==> config.mk <==
export PLATFORM = sky130hd
export DESIGN_NAME = gcd_lcm_coproc
export DESIGN_NICKNAME = d
export VERILOG_FILES = /design/src/rtl/gcd_lcm_coproc.sv
export SDC_FILE = /design/constraint.sdc
export NUM_CORES = 1
export LEC_CHECK = 0
export CORE_MARGIN = 1.5
export CORE_UTILIZATION = 57
export CTS_CLUSTER_SIZE = 24
export DETAILED_ROUTE_END_ITERATION = 10
export MAX_ROUTING_LAYER = met4
export PLACE_DENSITY = 0.88
export SYNTH_ARGS = -nofsm -noshare
export SYNTH_HDL_FRONTEND = slang
export SYNTH_SLANG_ARGS = --single-unit
==> constraint.sdc <==
create_clock -name clk -period 23.6 [get_ports clk]
set_input_delay 3.54 -clock clk [delete_from_list [all_inputs] [get_ports clk]]
set_output_delay 3.54 -clock clk [all_outputs]
set_load 0.01 [all_outputs]
==> src/rtl/gcd_lcm_coproc.sv <==
`default_nettype none
// ============================================================================
// Module      : gcd_lcm_coproc
// Description : Memory-mapped GCD/LCM coprocessor on the core data bus.
//               GCD by repeated subtraction, LCM by add-and-compare of two
//               running multiples. Combinational read port muxed with dmem.
// Revision    : 1.0 - initial release
// ============================================================================
module gcd_lcm_coproc #(
    parameter logic [31:0] BASE_ADDR = 32'h0000_0100
) (
    input  logic        clk,
    input  logic        reset,
    input  logic        MemWrite,
    input  logic [31:0] DataAdr,
    input  logic [31:0] WriteData,
    output logic [31:0] ReadData,
    output logic        Sel,
    output logic        Busy,
    output logic        Done
);

    typedef enum logic [1:0] {
        ST_IDLE = 2'd0,
        ST_RUN  = 2'd1,
        ST_FIN  = 2'd2
    } state_t;

    localparam logic [2:0] C_OFF_OPA    = 3'd0;
    localparam logic [2:0] C_OFF_OPB    = 3'd1;
    localparam logic [2:0] C_OFF_CTRL   = 3'd2;
    localparam logic [2:0] C_OFF_STATUS = 3'd3;
    localparam logic [2:0] C_OFF_RESULT = 3'd4;

    state_t      state_q, state_d;
    logic [31:0] opa_q, opa_d;
    logic [31:0] opb_q, opb_d;
    logic [31:0] x_q, x_d;
    logic [31:0] y_q, y_d;
    logic [31:0] m1_q, m1_d;
    logic [31:0] m2_q, m2_d;
    logic [31:0] a_lat_q, a_lat_d;
    logic [31:0] b_lat_q, b_lat_d;
    logic        op_q, op_d;
    logic [31:0] fin_val_q, fin_val_d;
    logic        ovf_pend_q, ovf_pend_d;
    logic [31:0] result_q, result_d;
    logic        busy_q, busy_d;
    logic        done_q, done_d;
    logic        ovf_q, ovf_d;

    logic [2:0]  w_off;
    logic        w_wr;
    logic        w_ctrl_wr;
    logic        w_start;
    logic        w_abort;
    logic [32:0] w_m1_sum;
    logic [32:0] w_m2_sum;
    logic        unused_adr_bits;

    assign w_off     = DataAdr[4:2];
    assign Sel       = (DataAdr[31:5] == BASE_ADDR[31:5]);
    assign w_wr      = MemWrite && Sel;
    assign w_ctrl_wr = w_wr && (w_off == C_OFF_CTRL);
    assign w_start   = w_ctrl_wr && WriteData[0];
    assign w_abort   = w_ctrl_wr && WriteData[2];
    // 33-bit sums so the carry out flags an LCM that does not fit in 32 bits
    assign w_m1_sum  = {1'b0, m1_q} + {1'b0, a_lat_q};
    assign w_m2_sum  = {1'b0, m2_q} + {1'b0, b_lat_q};
    assign unused_adr_bits = ^DataAdr[1:0];

    assign Busy = busy_q;
    assign Done = done_q;

    // Register read mux; a same-cycle write is not visible until the next edge
    always_comb begin
        ReadData = '0;
        if (Sel) begin
            case (w_off)
                C_OFF_OPA:    ReadData = opa_q;
                C_OFF_OPB:    ReadData = opb_q;
                C_OFF_STATUS: ReadData = {29'd0, ovf_q, done_q, busy_q};
                C_OFF_RESULT: ReadData = result_q;
                default:      ReadData = '0;
            endcase
        end
    end

    // Next-state logic: operand writes, FSM sequencing, abort override last
    always_comb begin
        state_d    = state_q;
        opa_d      = opa_q;
        opb_d      = opb_q;
        x_d        = x_q;
        y_d        = y_q;
        m1_d       = m1_q;
        m2_d       = m2_q;
        a_lat_d    = a_lat_q;
        b_lat_d    = b_lat_q;
        op_d       = op_q;
        fin_val_d  = fin_val_q;
        ovf_pend_d = ovf_pend_q;
        result_d   = result_q;
        busy_d     = busy_q;
        done_d     = done_q;
        ovf_d      = ovf_q;

        // Operand registers stay writable while a run uses its own copies
        if (w_wr && (w_off == C_OFF_OPA)) opa_d = WriteData;
        if (w_wr && (w_off == C_OFF_OPB)) opb_d = WriteData;

        case (state_q)
            ST_IDLE: begin
                if (w_start) begin
                    x_d        = opa_q;
                    y_d        = opb_q;
                    m1_d       = opa_q;
                    m2_d       = opb_q;
                    a_lat_d    = opa_q;
                    b_lat_d    = opb_q;
                    op_d       = WriteData[1];
                    busy_d     = 1'b1;
                    done_d     = 1'b0;
                    ovf_d      = 1'b0;
                    ovf_pend_d = 1'b0;
                    if ((opa_q == 32'd0) || (opb_q == 32'd0)) begin
                        // Zero operand: GCD is the other value, LCM is zero
                        state_d   = ST_FIN;
                        fin_val_d = WriteData[1] ? 32'd0
                                  : ((opa_q == 32'd0) ? opb_q : opa_q);
                    end else begin
                        state_d = ST_RUN;
                    end
                end
            end
            ST_RUN: begin
                if (!op_q) begin
                    if (x_q == y_q) begin
                        state_d   = ST_FIN;
                        fin_val_d = x_q;
                    end else if (x_q > y_q) begin
                        x_d = x_q - y_q;
                    end else begin
                        y_d = y_q - x_q;
                    end
                end else begin
                    if (m1_q == m2_q) begin
                        state_d   = ST_FIN;
                        fin_val_d = m1_q;
                    end else if (m1_q < m2_q) begin
                        if (w_m1_sum[32]) begin
                            state_d    = ST_FIN;
                            fin_val_d  = 32'd0;
                            ovf_pend_d = 1'b1;
                        end else begin
                            m1_d = w_m1_sum[31:0];
                        end
                    end else begin
                        if (w_m2_sum[32]) begin
                            state_d    = ST_FIN;
                            fin_val_d  = 32'd0;
                            ovf_pend_d = 1'b1;
                        end else begin
                            m2_d = w_m2_sum[31:0];
                        end
                    end
                end
            end
            ST_FIN: begin
                result_d = fin_val_q;
                ovf_d    = ovf_pend_q;
                busy_d   = 1'b0;
                done_d   = 1'b1;
                state_d  = ST_IDLE;
            end
            default: begin
                state_d = ST_IDLE;
                busy_d  = 1'b0;
            end
        endcase

        // Abort beats start and any completion landing on the same edge
        if (w_abort) begin
            state_d  = ST_IDLE;
            busy_d   = 1'b0;
            done_d   = 1'b0;
            result_d = result_q;
            ovf_d    = ovf_q;
        end
    end

    // State registers with asynchronous clear
    always_ff @(posedge clk or posedge reset) begin
        if (reset) begin
            state_q    <= ST_IDLE;
            opa_q      <= '0;
            opb_q      <= '0;
            x_q        <= '0;
            y_q        <= '0;
            m1_q       <= '0;
            m2_q       <= '0;
            a_lat_q    <= '0;
            b_lat_q    <= '0;
            op_q       <= 1'b0;
            fin_val_q  <= '0;
            ovf_pend_q <= 1'b0;
            result_q   <= '0;
            busy_q     <= 1'b0;
            done_q     <= 1'b0;
            ovf_q      <= 1'b0;
        end else begin
            state_q    <= state_d;
            opa_q      <= opa_d;
            opb_q      <= opb_d;
            x_q        <= x_d;
            y_q        <= y_d;
            m1_q       <= m1_d;
            m2_q       <= m2_d;
            a_lat_q    <= a_lat_d;
            b_lat_q    <= b_lat_d;
            op_q       <= op_d;
            fin_val_q  <= fin_val_d;
            ovf_pend_q <= ovf_pend_d;
            result_q   <= result_d;
            busy_q     <= busy_d;
            done_q     <= done_d;
            ovf_q      <= ovf_d;
        end
    end

endmodule
`default_nettype wire

==> metrics <==
outcome=finished clean; Startpoint Class=input pin; sequential element share of the synthesized area=36.14%; Total Power=roughly 1.2 mW; largest net degree at the start of global routing=144; top cells by area, synth=dfrtp_1 (36%), ha_1 (8.8%), nand2_1 (6.4%); number of library cell types mapped by synthesis=78; Fillers=2996; Worst path top cell family by delay=simple AND/OR/NAND/NOR gates; fin crit share=42.58%; worst setup margin=13.55 ns; Initial Utilization=58.18%; PortBufs=roughly 100; worst-skew pair later-pin latency=0.55 ns; HPWL Detailed=between 40 and 50 mm; DR vias/cell=6.602; cts repair resizes=0; pre-CTS setup slack=13.67 ns; post-layout net count=2853; Worst Path Max Fanout=29; Post-synth EDFFs=0; Die Width=202.3 um; Top FF cell, synth=dfrtp_1; VDD IR max=64.57 uV; post-route ant nets=0; top-count cell post-synth=nand2_1; Mean Syn Cell Area=~8.7 um2; cell row count=between 70 and 80; most used cell, CP=clkdlybuf4s50_1; Vias=20930; post-route cell area=25160 um2; RD Place Congestion=0.9443; H-tree depth=2; Least-Margin Pin Slew=1.241 ns; worst hold path class=reg -> reg; Relative slew margins=17.18%; CP Buf/Inv Count=3; post-synth top area share=36.14%; Initial DRC Count=about 2700; synthesis-stage register bit count=roughly 330; CTS Hold Bufs=0; die area=40930 um2; Post-Syn Area=22640 um2; Post-synth top cells=nand2_1 (384), dfrtp_1 (327), a21oi_1 (243); crit path DAT=6.51 ns; CP max-delay cell=nand2_1; Yosys Warn Count=0; clk root buf=clkbuf_16; setup violators final=0; DR DRC count=0; max cap viols=0; syn nets=roughly 2800; die height=~200 um; final hold slack=0.4740 ns; Syn-to-layout area delta=11.12%; CP endpoint kind=output port; Gate Count Post-Synth=2614; remaining global-route overflow=0; # diodes=0; DP Area=about 24000 um2; All-Layer GR Usage=between 30% and 40%; final wirelength=roughly 71 mm; Slew Viols, Final=0; I/O pins=roughly 100; Reg area=roughly 8200 um2; Total Negative Setup Slacks=0 ns; Crit path largest cell delay=0.67 ns; WL per Instance=22.49 um; PD cells=48.01 nW/um2; worst endpoint required time=20.06 ns; core area=38920 um2; fin crit period=10.05 ns; Inserted Clock Buffers=37; area of the multi-input gates=13430 um2; first-pass GRT wire length=112.6 mm; CTS sink cnt=around 330; RSZ-0062 raised after global routing=no; final hold violations=0; Setup Buffers After CTS=0; crit path kind=in -> out; Leak Pwr=around 12 nW; Bufs on Longest Clock Path=3; vias in the first global route=slightly above 20000; CTS tree=built; Synth area leader=dfrtp_1; DR pass1 iterations=10; Clk pin slew, worst setup/hold paths=0.06 ns; Post-synth ARST share=100.0%; initial antenna violation count=0; fmax=0.09952 GHz; share of layout cells above drive strength 1=between 9 and 10%; crit path cell chain=clkdlybuf4s50_1 -> nor4_1 -> and3_1 -> nand4_1 -> inv_1 -> nand2_1 -> nor2_1 -> clkdlybuf4s50_1; clk_skew=0.01461 ns
-- where the power goes --
part	total, mW	internal, mW	switching (mW)
combinational	0.0318	0.0117	0.0200
sequential	0.561	0.561	0.0000000256
clock	0.616	0.367	0.249
total	1.21	0.939	0.269
-- worst paths after layout --
| kind | startpoint | to | slack (ns) | cells past startpoint |
|---|---|---|---|---|
| max | DataAdr[17] | ReadData[21] | 13.55 | 8 |
| min in group asynchronous | reset | opa_q[4] | 3.61 | 2 |
| min reg2reg | b_lat_q[22] | b_lat_q[22] | 0.47 | 2 |
| max in group asynchronous | reset | opb_q[23] | 17.63 | 4 |
| max reg2reg | m1_q[30] | fin_val_q[31] | 18.98 | 11 |
| min | b_lat_q[22] | b_lat_q[22] | 0.47 | 2 |
-- flip-flops by register name, summed over array words and instances, names as in the netlist --
name	count
m2_q	32
Done	1
m1_q	32
y_q	32
a_lat_q	32
ovf_q	1
result_q	32
b_lat_q	32
ovf_pend_q	1
fin_val_q	32
state_q	2
opb_q	32
op_q	1
x_q	32
opa_q	32
Busy	1
-- metal layers --
metal / up-vias / routed length (um) / global-route usage (%)
li1: 9339 / - / -
met1: 10110 / 28070 / 47.02
met2: 1272 / 32200 / 54.43
met3: 204 / 8577 / 7.320
met4: 0 / 2434 / 13.10
met5: - / 0 / -
-- cell families (layout without fill, tap and decap cells) --
kind of cell	after synthesis	count (layout)	synth area share, %
xor+xnor	90	90	3.481
mux	189	189	9.676
compound gates	746	746	20.51
fa+ha+maj	163	163	9.140
simple gates	826	826	16.31
buf+inv	273	311	4.741
flops	327	327	36.14
-- tightest hold or removal path: stages (launching register included) --
cell	delay (ns)
dfrtp_1	0.34
nand2_1	0.05
nand2_1	0.05
-- final cells by class --
cell class / instances / share of cell area, %
multi-input cells: 2014 / 53.39
flip-flops and latches: 327 / 32.52
repair buffers: 119 / 4.515
clock buffers: 54 / 4.500
well taps: 518 / 2.576
inverters: 124 / 1.880
clock inverters: 14 / 0.6166
-- cells in the final DEF, fill, tap and decap left out, types with 57 or more instances in the layout --
cell,instances
a21o_1,59
a21oi_1,243
clkdlybuf4s50_1,98
dfrtp_1,327
ha_1,159
inv_1,123
mux2_2,119
nand2_1,384
nor2_1,186
o21ai_0,167
xnor2_1,57
-- through the flow --
step                util (%)  std cells
floorplan                  -       2614
global placement       61.35       3102
detailed placement     61.35       3102
CTS                    64.65       3170
global route           64.65       3170
finish                 64.65       3170
No activity file was read; power rests on OpenSTA's default activity.
